$ cat src/rtl/ud_counter_bank_if.sv
// Request/status bundle for ud_counter_bank.
// Master drives requests and limits; slave returns counts and flags.
interface ud_counter_bank_if #(
    parameter int CHANNELS = 4,
    parameter int WIDTH    = 8
);
    logic [CHANNELS-1:0]       count_en;
    logic [CHANNELS-1:0]       count_up1_dwn0;
    logic                      wrap_mode;
    logic [CHANNELS-1:0]       load_en;
    logic [WIDTH-1:0]          load_value;
    logic [WIDTH-1:0]          lim_lo;
    logic [WIDTH-1:0]          lim_hi;
    logic                      clear_flags;
    logic [CHANNELS*WIDTH-1:0] count;
    logic [CHANNELS-1:0]       at_hi;
    logic [CHANNELS-1:0]       at_lo;
    logic [CHANNELS-1:0]       wrap_evt;
    logic [CHANNELS-1:0]       sat_sticky;
    logic                      cfg_err;

    modport master (
        output count_en, count_up1_dwn0, wrap_mode, load_en,
        output load_value, lim_lo, lim_hi, clear_flags,
        input  count, at_hi, at_lo, wrap_evt, sat_sticky, cfg_err
    );

    modport slave (
        input  count_en, count_up1_dwn0, wrap_mode, load_en,
        input  load_value, lim_lo, lim_hi, clear_flags,
        output count, at_hi, at_lo, wrap_evt, sat_sticky, cfg_err
    );
endinterface

$ cat src/rtl/ud_counter_bank.sv
// Bank of independent up/down counters with programmable limits,
// saturate-or-wrap rollover, clamped load and sticky saturation flags.
module ud_counter_bank #(
    parameter int CHANNELS = 4,
    parameter int WIDTH    = 8,
    parameter int STEP     = 1
) (
    input logic            clk,
    input logic            reset,
    ud_counter_bank_if.slave bus
);
    localparam int W1 = WIDTH + 1;
    localparam logic [W1-1:0]    STEP_X = W1'(STEP);
    localparam logic [WIDTH-1:0] STEP_W = WIDTH'(STEP);

    logic [W1-1:0]             lo_x;
    logic [W1-1:0]             hi_x;
    logic                      cfg_err;
    logic [WIDTH-1:0]          load_clamped;
    logic [CHANNELS*WIDTH-1:0] count_vec;
    logic [CHANNELS-1:0]       at_hi_vec;
    logic [CHANNELS-1:0]       at_lo_vec;
    logic [CHANNELS-1:0]       wrap_vec;
    logic [CHANNELS-1:0]       sat_vec;

    assign lo_x    = {1'b0, bus.lim_lo};
    assign hi_x    = {1'b0, bus.lim_hi};
    assign cfg_err = bus.lim_lo > bus.lim_hi;

    // Only meaningful when the limits are consistent; cfg_err blocks loads.
    always_comb begin
        load_clamped = bus.load_value;
        if (bus.load_value < bus.lim_lo)
            load_clamped = bus.lim_lo;
        else if (bus.load_value > bus.lim_hi)
            load_clamped = bus.lim_hi;
    end

    for (genvar i = 0; i < CHANNELS; i++) begin : g_ch
        logic [WIDTH-1:0] cnt_q;
        logic [WIDTH-1:0] cnt_d;
        logic             wrap_q;
        logic             wrap_d;
        logic             sat_q;
        logic             sat_d;
        logic             sat_set;
        logic [W1-1:0]    cnt_x;
        logic [W1-1:0]    up_room;
        logic [W1-1:0]    dn_room;

        assign cnt_x = {1'b0, cnt_q};

        // Headroom is zero when the count already sits beyond the limit.
        always_comb begin
            up_room = '0;
            dn_room = '0;
            if (cnt_x <= hi_x)
                up_room = hi_x - cnt_x;
            if (cnt_x >= lo_x)
                dn_room = cnt_x - lo_x;
        end

        always_comb begin
            cnt_d   = cnt_q;
            wrap_d  = 1'b0;
            sat_set = 1'b0;
            if (cfg_err) begin
                cnt_d = cnt_q;
            end else if (bus.load_en[i]) begin
                cnt_d = load_clamped;
            end else if (bus.count_en[i]) begin
                if (bus.count_up1_dwn0[i]) begin
                    if (up_room >= STEP_X) begin
                        cnt_d = cnt_q + STEP_W;
                    end else if (bus.wrap_mode) begin
                        cnt_d  = bus.lim_lo;
                        wrap_d = 1'b1;
                    end else begin
                        cnt_d   = bus.lim_hi;
                        sat_set = 1'b1;
                    end
                end else begin
                    if (dn_room >= STEP_X) begin
                        cnt_d = cnt_q - STEP_W;
                    end else if (bus.wrap_mode) begin
                        cnt_d  = bus.lim_hi;
                        wrap_d = 1'b1;
                    end else begin
                        cnt_d   = bus.lim_lo;
                        sat_set = 1'b1;
                    end
                end
            end
            sat_d = sat_set | (sat_q & ~bus.clear_flags);
        end

        always_ff @(posedge clk) begin
            if (reset) begin
                cnt_q  <= '0;
                wrap_q <= 1'b0;
                sat_q  <= 1'b0;
            end else begin
                cnt_q  <= cnt_d;
                wrap_q <= wrap_d;
                sat_q  <= sat_d;
            end
        end

        assign count_vec[i*WIDTH +: WIDTH] = cnt_q;
        assign at_hi_vec[i] = cnt_q == bus.lim_hi;
        assign at_lo_vec[i] = cnt_q == bus.lim_lo;
        assign wrap_vec[i]  = wrap_q;
        assign sat_vec[i]   = sat_q;
    end

    assign bus.count      = count_vec;
    assign bus.at_hi      = at_hi_vec;
    assign bus.at_lo      = at_lo_vec;
    assign bus.wrap_evt   = wrap_vec;
    assign bus.sat_sticky = sat_vec;
    assign bus.cfg_err    = cfg_err;
endmodule

$ cat src/flat_wrapper.sv
// flat-port wrapper written by rule: the top's interface ports become plain ports
module ud_counter_bank_flat 
#(
    parameter int CHANNELS = 4,
    parameter int WIDTH    = 8,
    parameter int STEP     = 1
)
  (clk, reset, bus_count_en, bus_count_up1_dwn0, bus_wrap_mode, bus_load_en, bus_load_value, bus_lim_lo, bus_lim_hi, bus_clear_flags, bus_count, bus_at_hi, bus_at_lo, bus_wrap_evt, bus_sat_sticky, bus_cfg_err);
  ud_counter_bank_if #(.CHANNELS(CHANNELS), .WIDTH(WIDTH)) bus_i ();
  input logic clk;
  input logic reset;
  input wire logic [$bits(bus_i.count_en)-1:0] bus_count_en;
  input wire logic [$bits(bus_i.count_up1_dwn0)-1:0] bus_count_up1_dwn0;
  input wire logic [$bits(bus_i.wrap_mode)-1:0] bus_wrap_mode;
  input wire logic [$bits(bus_i.load_en)-1:0] bus_load_en;
  input wire logic [$bits(bus_i.load_value)-1:0] bus_load_value;
  input wire logic [$bits(bus_i.lim_lo)-1:0] bus_lim_lo;
  input wire logic [$bits(bus_i.lim_hi)-1:0] bus_lim_hi;
  input wire logic [$bits(bus_i.clear_flags)-1:0] bus_clear_flags;
  output wire logic [$bits(bus_i.count)-1:0] bus_count;
  output wire logic [$bits(bus_i.at_hi)-1:0] bus_at_hi;
  output wire logic [$bits(bus_i.at_lo)-1:0] bus_at_lo;
  output wire logic [$bits(bus_i.wrap_evt)-1:0] bus_wrap_evt;
  output wire logic [$bits(bus_i.sat_sticky)-1:0] bus_sat_sticky;
  output wire logic [$bits(bus_i.cfg_err)-1:0] bus_cfg_err;
  assign bus_i.count_en = bus_count_en;
  assign bus_i.count_up1_dwn0 = bus_count_up1_dwn0;
  assign bus_i.wrap_mode = bus_wrap_mode;
  assign bus_i.load_en = bus_load_en;
  assign bus_i.load_value = bus_load_value;
  assign bus_i.lim_lo = bus_lim_lo;
  assign bus_i.lim_hi = bus_lim_hi;
  assign bus_i.clear_flags = bus_clear_flags;
  assign bus_count = bus_i.count;
  assign bus_at_hi = bus_i.at_hi;
  assign bus_at_lo = bus_i.at_lo;
  assign bus_wrap_evt = bus_i.wrap_evt;
  assign bus_sat_sticky = bus_i.sat_sticky;
  assign bus_cfg_err = bus_i.cfg_err;
  ud_counter_bank #(.CHANNELS(CHANNELS), .WIDTH(WIDTH), .STEP(STEP)) u_core (.clk(clk), .reset(reset), .bus(bus_i));
endmodule
$ cat config.mk
export PLATFORM = sky130hd
export DESIGN_NAME = ud_counter_bank_flat
export DESIGN_NICKNAME = d
export VERILOG_FILES = /design/src/rtl/ud_counter_bank_if.sv /design/src/rtl/ud_counter_bank.sv /design/src/flat_wrapper.sv
export SDC_FILE = /design/constraint.sdc
export NUM_CORES = 1
export LEC_CHECK = 0
export BUFFER_PORTS_ARGS = -buffer_cell sky130_fd_sc_hd__buf_2
export CELL_PAD_IN_SITES_DETAIL_PLACEMENT = 1
export CELL_PAD_IN_SITES_GLOBAL_PLACEMENT = 1
export CORE_ASPECT_RATIO = 1.2
export CORE_MARGIN = 4
export CORE_UTILIZATION = 30
export CTS_CLUSTER_DIAMETER = 80
export DETAILED_ROUTE_END_ITERATION = 6
export GPL_TIMING_DRIVEN = 0
export PLACE_DENSITY = 0.59
export SYNTH_ARGS = -nofsm -noshare
export SYNTH_HDL_FRONTEND = slang
export SYNTH_SLANG_ARGS = --single-unit
$ cat constraint.sdc
create_clock -name clk -period 5.2 [get_ports clk]
set_input_delay 0.52 -clock clk [delete_from_list [all_inputs] [get_ports clk]]
set_output_delay 0.52 -clock clk [all_outputs]
set_load 0.02 [all_outputs]
==> impl_metrics.xml <==
<?xml version="1.0" encoding="UTF-8"?>
<metrics>
  <group name="status">
    <metric name="run_status" unit="">finished clean</metric>
  </group>
  <group name="cts">
    <metric name="clkSlewWorstSetupHoldPaths" unit="ns">0.07</metric>
    <metric name="cts.htree.levels" unit="">2</metric>
    <metric name="cts_hold_buffers_added" unit="">0</metric>
    <metric name="cts_resized" unit="">0</metric>
    <metric name="total_cts_buffers" unit="">5</metric>
    <metric name="clock-sinks" unit="">40</metric>
    <metric name="post-cts-setup-buffers" unit="">0</metric>
    <metric name="tritoncts_clock_tree" unit="">yes</metric>
    <metric name="clockRootBuffer" unit="">clkbuf_16</metric>
    <metric name="clk_latency_worst_skew_pair" unit="ns">0.30</metric>
    <metric name="cts_buffer_depth" unit="">2</metric>
  </group>
  <group name="timing">
    <metric name="setup_tns" unit="ns">0</metric>
    <metric name="final.setup_skew" unit="ns">0.00507</metric>
    <metric name="min_period_over_period" unit="%">80.1</metric>
    <metric name="hold_viol" unit="">0</metric>
    <metric name="finalMaxSlewViolations" unit="">0</metric>
    <metric name="worst_slew_margin_rel" unit="%">14.6</metric>
    <metric name="fmax" unit="MHz">240</metric>
    <metric name="setup_viol" unit="">0</metric>
    <metric name="worst-slew-pin-transition" unit="ns">1.27</metric>
    <metric name="rsz0062_at_grt" unit="">false</metric>
    <metric name="finalCriticalPeriod" unit="ns">4.17</metric>
  </group>
  <group name="global_route">
    <metric name="grt_start_max_net_pins" unit="">14</metric>
    <metric name="initial_antenna_violation_count" unit="">0</metric>
    <metric name="grt_pass1_wl" unit="um">50800</metric>
    <metric name="globalRoute.totalOverflow" unit="">0</metric>
    <metric name="first_global_vias" unit="">8245</metric>
    <metric name="track_usage" unit="%">23.1</metric>
  </group>
  <group name="detailed_routing">
    <metric name="drt-pass1-iter-count" unit="">7</metric>
    <metric name="route.final.wire_length" unit="um">33200</metric>
    <metric name="postRouteAntennaNets" unit="">0</metric>
    <metric name="vias" unit="">8062</metric>
    <metric name="drt_first_iter_violations" unit="">454</metric>
    <metric name="viasPerCell" unit="">5.73</metric>
    <metric name="detail_route.drc_violations" unit="">0</metric>
    <metric name="avgRoutedWirePerCell" unit="um">23.6</metric>
  </group>
  <group name="synthesis">
    <metric name="synthesized_net_count" unit="">1135</metric>
    <metric name="netlist-cell-type-count" unit="">81</metric>
    <metric name="postSynthAreaPerCell" unit="um2">7.69</metric>
    <metric name="syn-instance-count" unit="">992</metric>
    <metric name="yosys.cell_count.top_type" unit="">ha_1</metric>
    <metric name="synth_top_cells_by_area" unit="">ha_1 16%, dfxtp_1 10%, mux2i_1 9.6%</metric>
    <metric name="synth_area" unit="um2">7630</metric>
    <metric name="synthTopCellsByCount" unit="">95 x ha_1, 91 x nor2_1, 77 x inv_1</metric>
    <metric name="postSynth.asyncResetShare" unit="%">0</metric>
    <metric name="ys_seq_area_share" unit="%">10.5</metric>
    <metric name="flop_and_latch_count_out_of_synthesis" unit="">40</metric>
    <metric name="synthesis.yosys.warnings" unit="">0</metric>
    <metric name="synth_top_cell_area_share" unit="%">15.6</metric>
    <metric name="synth_edf_count" unit="">0</metric>
    <metric name="main_flop_type_after_synthesis" unit="">dfxtp_1</metric>
    <metric name="synthDominantAreaCellType" unit="">ha_1</metric>
  </group>
  <group name="setup_path">
    <metric name="worst_path_dominant_cell_family" unit="">buffers and inverters</metric>
    <metric name="critical_path.max_fanout" unit="">10</metric>
    <metric name="worstSetupStartpoint" unit="">bus_lim_hi[1]</metric>
    <metric name="timing.critical_path.slowest_stage_cell" unit="">clkbuf_1</metric>
    <metric name="worstPathCellList" unit="">buf_2 &gt; inv_1 &gt; ha_1 &gt; nor2b_1 &gt; o21a_1 &gt; o21a_1 &gt; o21ai_0 &gt; a21boi_0 &gt; clkbuf_1 &gt; clkbuf_1 &gt; buf_2</metric>
    <metric name="arrival" unit="ns">3.65</metric>
    <metric name="worst_setup_start_kind" unit="">input port</metric>
    <metric name="critPathRequiredTime" unit="ns">4.68</metric>
    <metric name="critPathKind" unit="">in -&gt; out</metric>
    <metric name="critPathCaptureType" unit="">output port</metric>
    <metric name="regToRegStartpoint" unit="">u_core.g_ch[3].cnt_q[0]$_SDFFE_PP0P_</metric>
    <metric name="slowest_delay" unit="ns">0.49</metric>
    <metric name="critical_path.n_buffers_inverters" unit="">5</metric>
  </group>
  <group name="placement">
    <metric name="gp_congestion" unit="">0.928</metric>
    <metric name="port_buffers" unit="">82</metric>
    <metric name="dpl.hpwl" unit="um">25600</metric>
  </group>
  <group name="die">
    <metric name="floorplan.rows" unit="">63</metric>
    <metric name="die_w" unit="um">154</metric>
    <metric name="top_level_ports" unit="">89</metric>
    <metric name="initial_core_util" unit="%">30.6</metric>
    <metric name="floorplan.die.height" unit="um">183</metric>
    <metric name="die-area" unit="um2">28100</metric>
    <metric name="fp.coreArea" unit="um2">24900</metric>
  </group>
  <group name="finish">
    <metric name="syn_to_final_growth" unit="%">13.0</metric>
    <metric name="insertedDiodeCount" unit="">0</metric>
    <metric name="nNetsFinal" unit="">1224</metric>
    <metric name="fraction_of_layout_cells_with_a_size_suffix_above_1" unit="%">14.2</metric>
    <metric name="sequential_cell_area" unit="um2">801</metric>
    <metric name="multiInputGateArea" unit="um2">6360</metric>
    <metric name="final.fill_count" unit="">3153</metric>
  </group>
  <group name="hold_path">
    <metric name="holdCritStartpoint" unit="">u_core.g_ch[2].sat_q$_SDFF_PP0_</metric>
    <metric name="holdCritPathClass" unit="">reg -&gt; reg</metric>
  </group>
  <group name="power">
    <metric name="cellLeakagePower" unit="nW">3.76</metric>
    <metric name="ir_drop" unit="uV">118</metric>
    <metric name="total_power" unit="mW">2.41</metric>
    <metric name="pwr_density_cell" unit="nW/um2">279</metric>
  </group>
  <group name="run">
    <metric name="cap_violations" unit="">0</metric>
  </group>
</metrics>
==> layout make-up <==
type | instances | share of cell area, %
buffer | 36 | 2.02
timing repair buffer | 82 | 4.76
tap | 325 | 4.72
sequential | 40 | 9.29
clock inverter | 2 | 0.450
multi-input combinational | 838 | 73.8
inverter | 78 | 3.40
clock buffer | 6 | 1.61
==> layer usage <==
metal / track usage (%) / up-vias / part of all wire [%]
met5: 0 / - / 0
met4: 6.78 / 0 / 3.2
met3: 3.13 / 48 / 5.1
met2: 40.7 / 211 / 48
met1: 29.3 / 3924 / 44
li1: - / 3879 / -
==> per-stage QoR <==
step           instances  worst slack (ns)  cell area [um2]  utilization [%]  hold WS [ns]
2_1_floorplan        992              1.88             7630                -         0.426
3_3_place_gp        1399             0.926             8450             33.9         0.479
3_5_place_dp        1399             0.878             8450             33.9         0.480
4_1_cts             1407              1.05             8620             34.6         0.490
5_1_grt             1407             0.880             8620             34.6         0.506
6_report            1407              1.03             8620             34.6         0.484
==> final timing paths <==
path,to,slack [ns],cells after the start
worst min register to register,u_core.g_ch[2].sat_q$_SDFF_PP0_,0.48,2
worst min-delay path,u_core.g_ch[2].sat_q$_SDFF_PP0_,0.48,2
worst max-delay path,bus_cfg_err,1.03,11
worst max register to register,u_core.g_ch[3].wrap_q$_SDFF_PP0_,1.12,12
==> logic make-up (layout without fill, tap and decap cells) <==
kind of cell	count (synthesis)	in the layout	share of synthesized area, %
flip-flops	40	40	10.5
multiplexers	94	94	12.8
buffers and inverters	114	204	6.12
AND/OR/NAND/NOR	311	311	20.6
AO/OA/AOI/OAI	270	270	25.5
adder cells (fa/ha/maj)	103	103	17.7
XOR/XNOR	60	60	6.89
==> cells in the final DEF, fill, tap and decap left out, types with 30 or more instances in the layout <==
cell / count
nand3_1: 39
o21ai_0: 45
inv_1: 77
nor3_1: 30
nor2_1: 91
dfxtp_1: 40
ha_1: 95
xnor2_1: 48
mux2i_1: 73
a21oi_1: 55
nand2_1: 41
buf_2: 86
==> registers in the layout (all words and copies together) (netlist names) <==
signal              flops
u_core.g_ch.cnt_q      32
u_core.g_ch.wrap_q      4
u_core.g_ch.sat_q       4
==> report_power, final <==
part | leakage, nW | internal (mW) | switching (mW)
combinational | 3.34 | 0.628 | 0.931
clock | 0.0871 | 0.241 | 0.154
sequential | 0.330 | 0.346 | 0.104
==> tightest hold or removal path, cell delays in order (launching register included) <==
cell	delay, ns
dfxtp_1	0.33
nand2_1	0.06
o31ai_1	0.05
No activity file was read; power rests on OpenSTA's default activity.
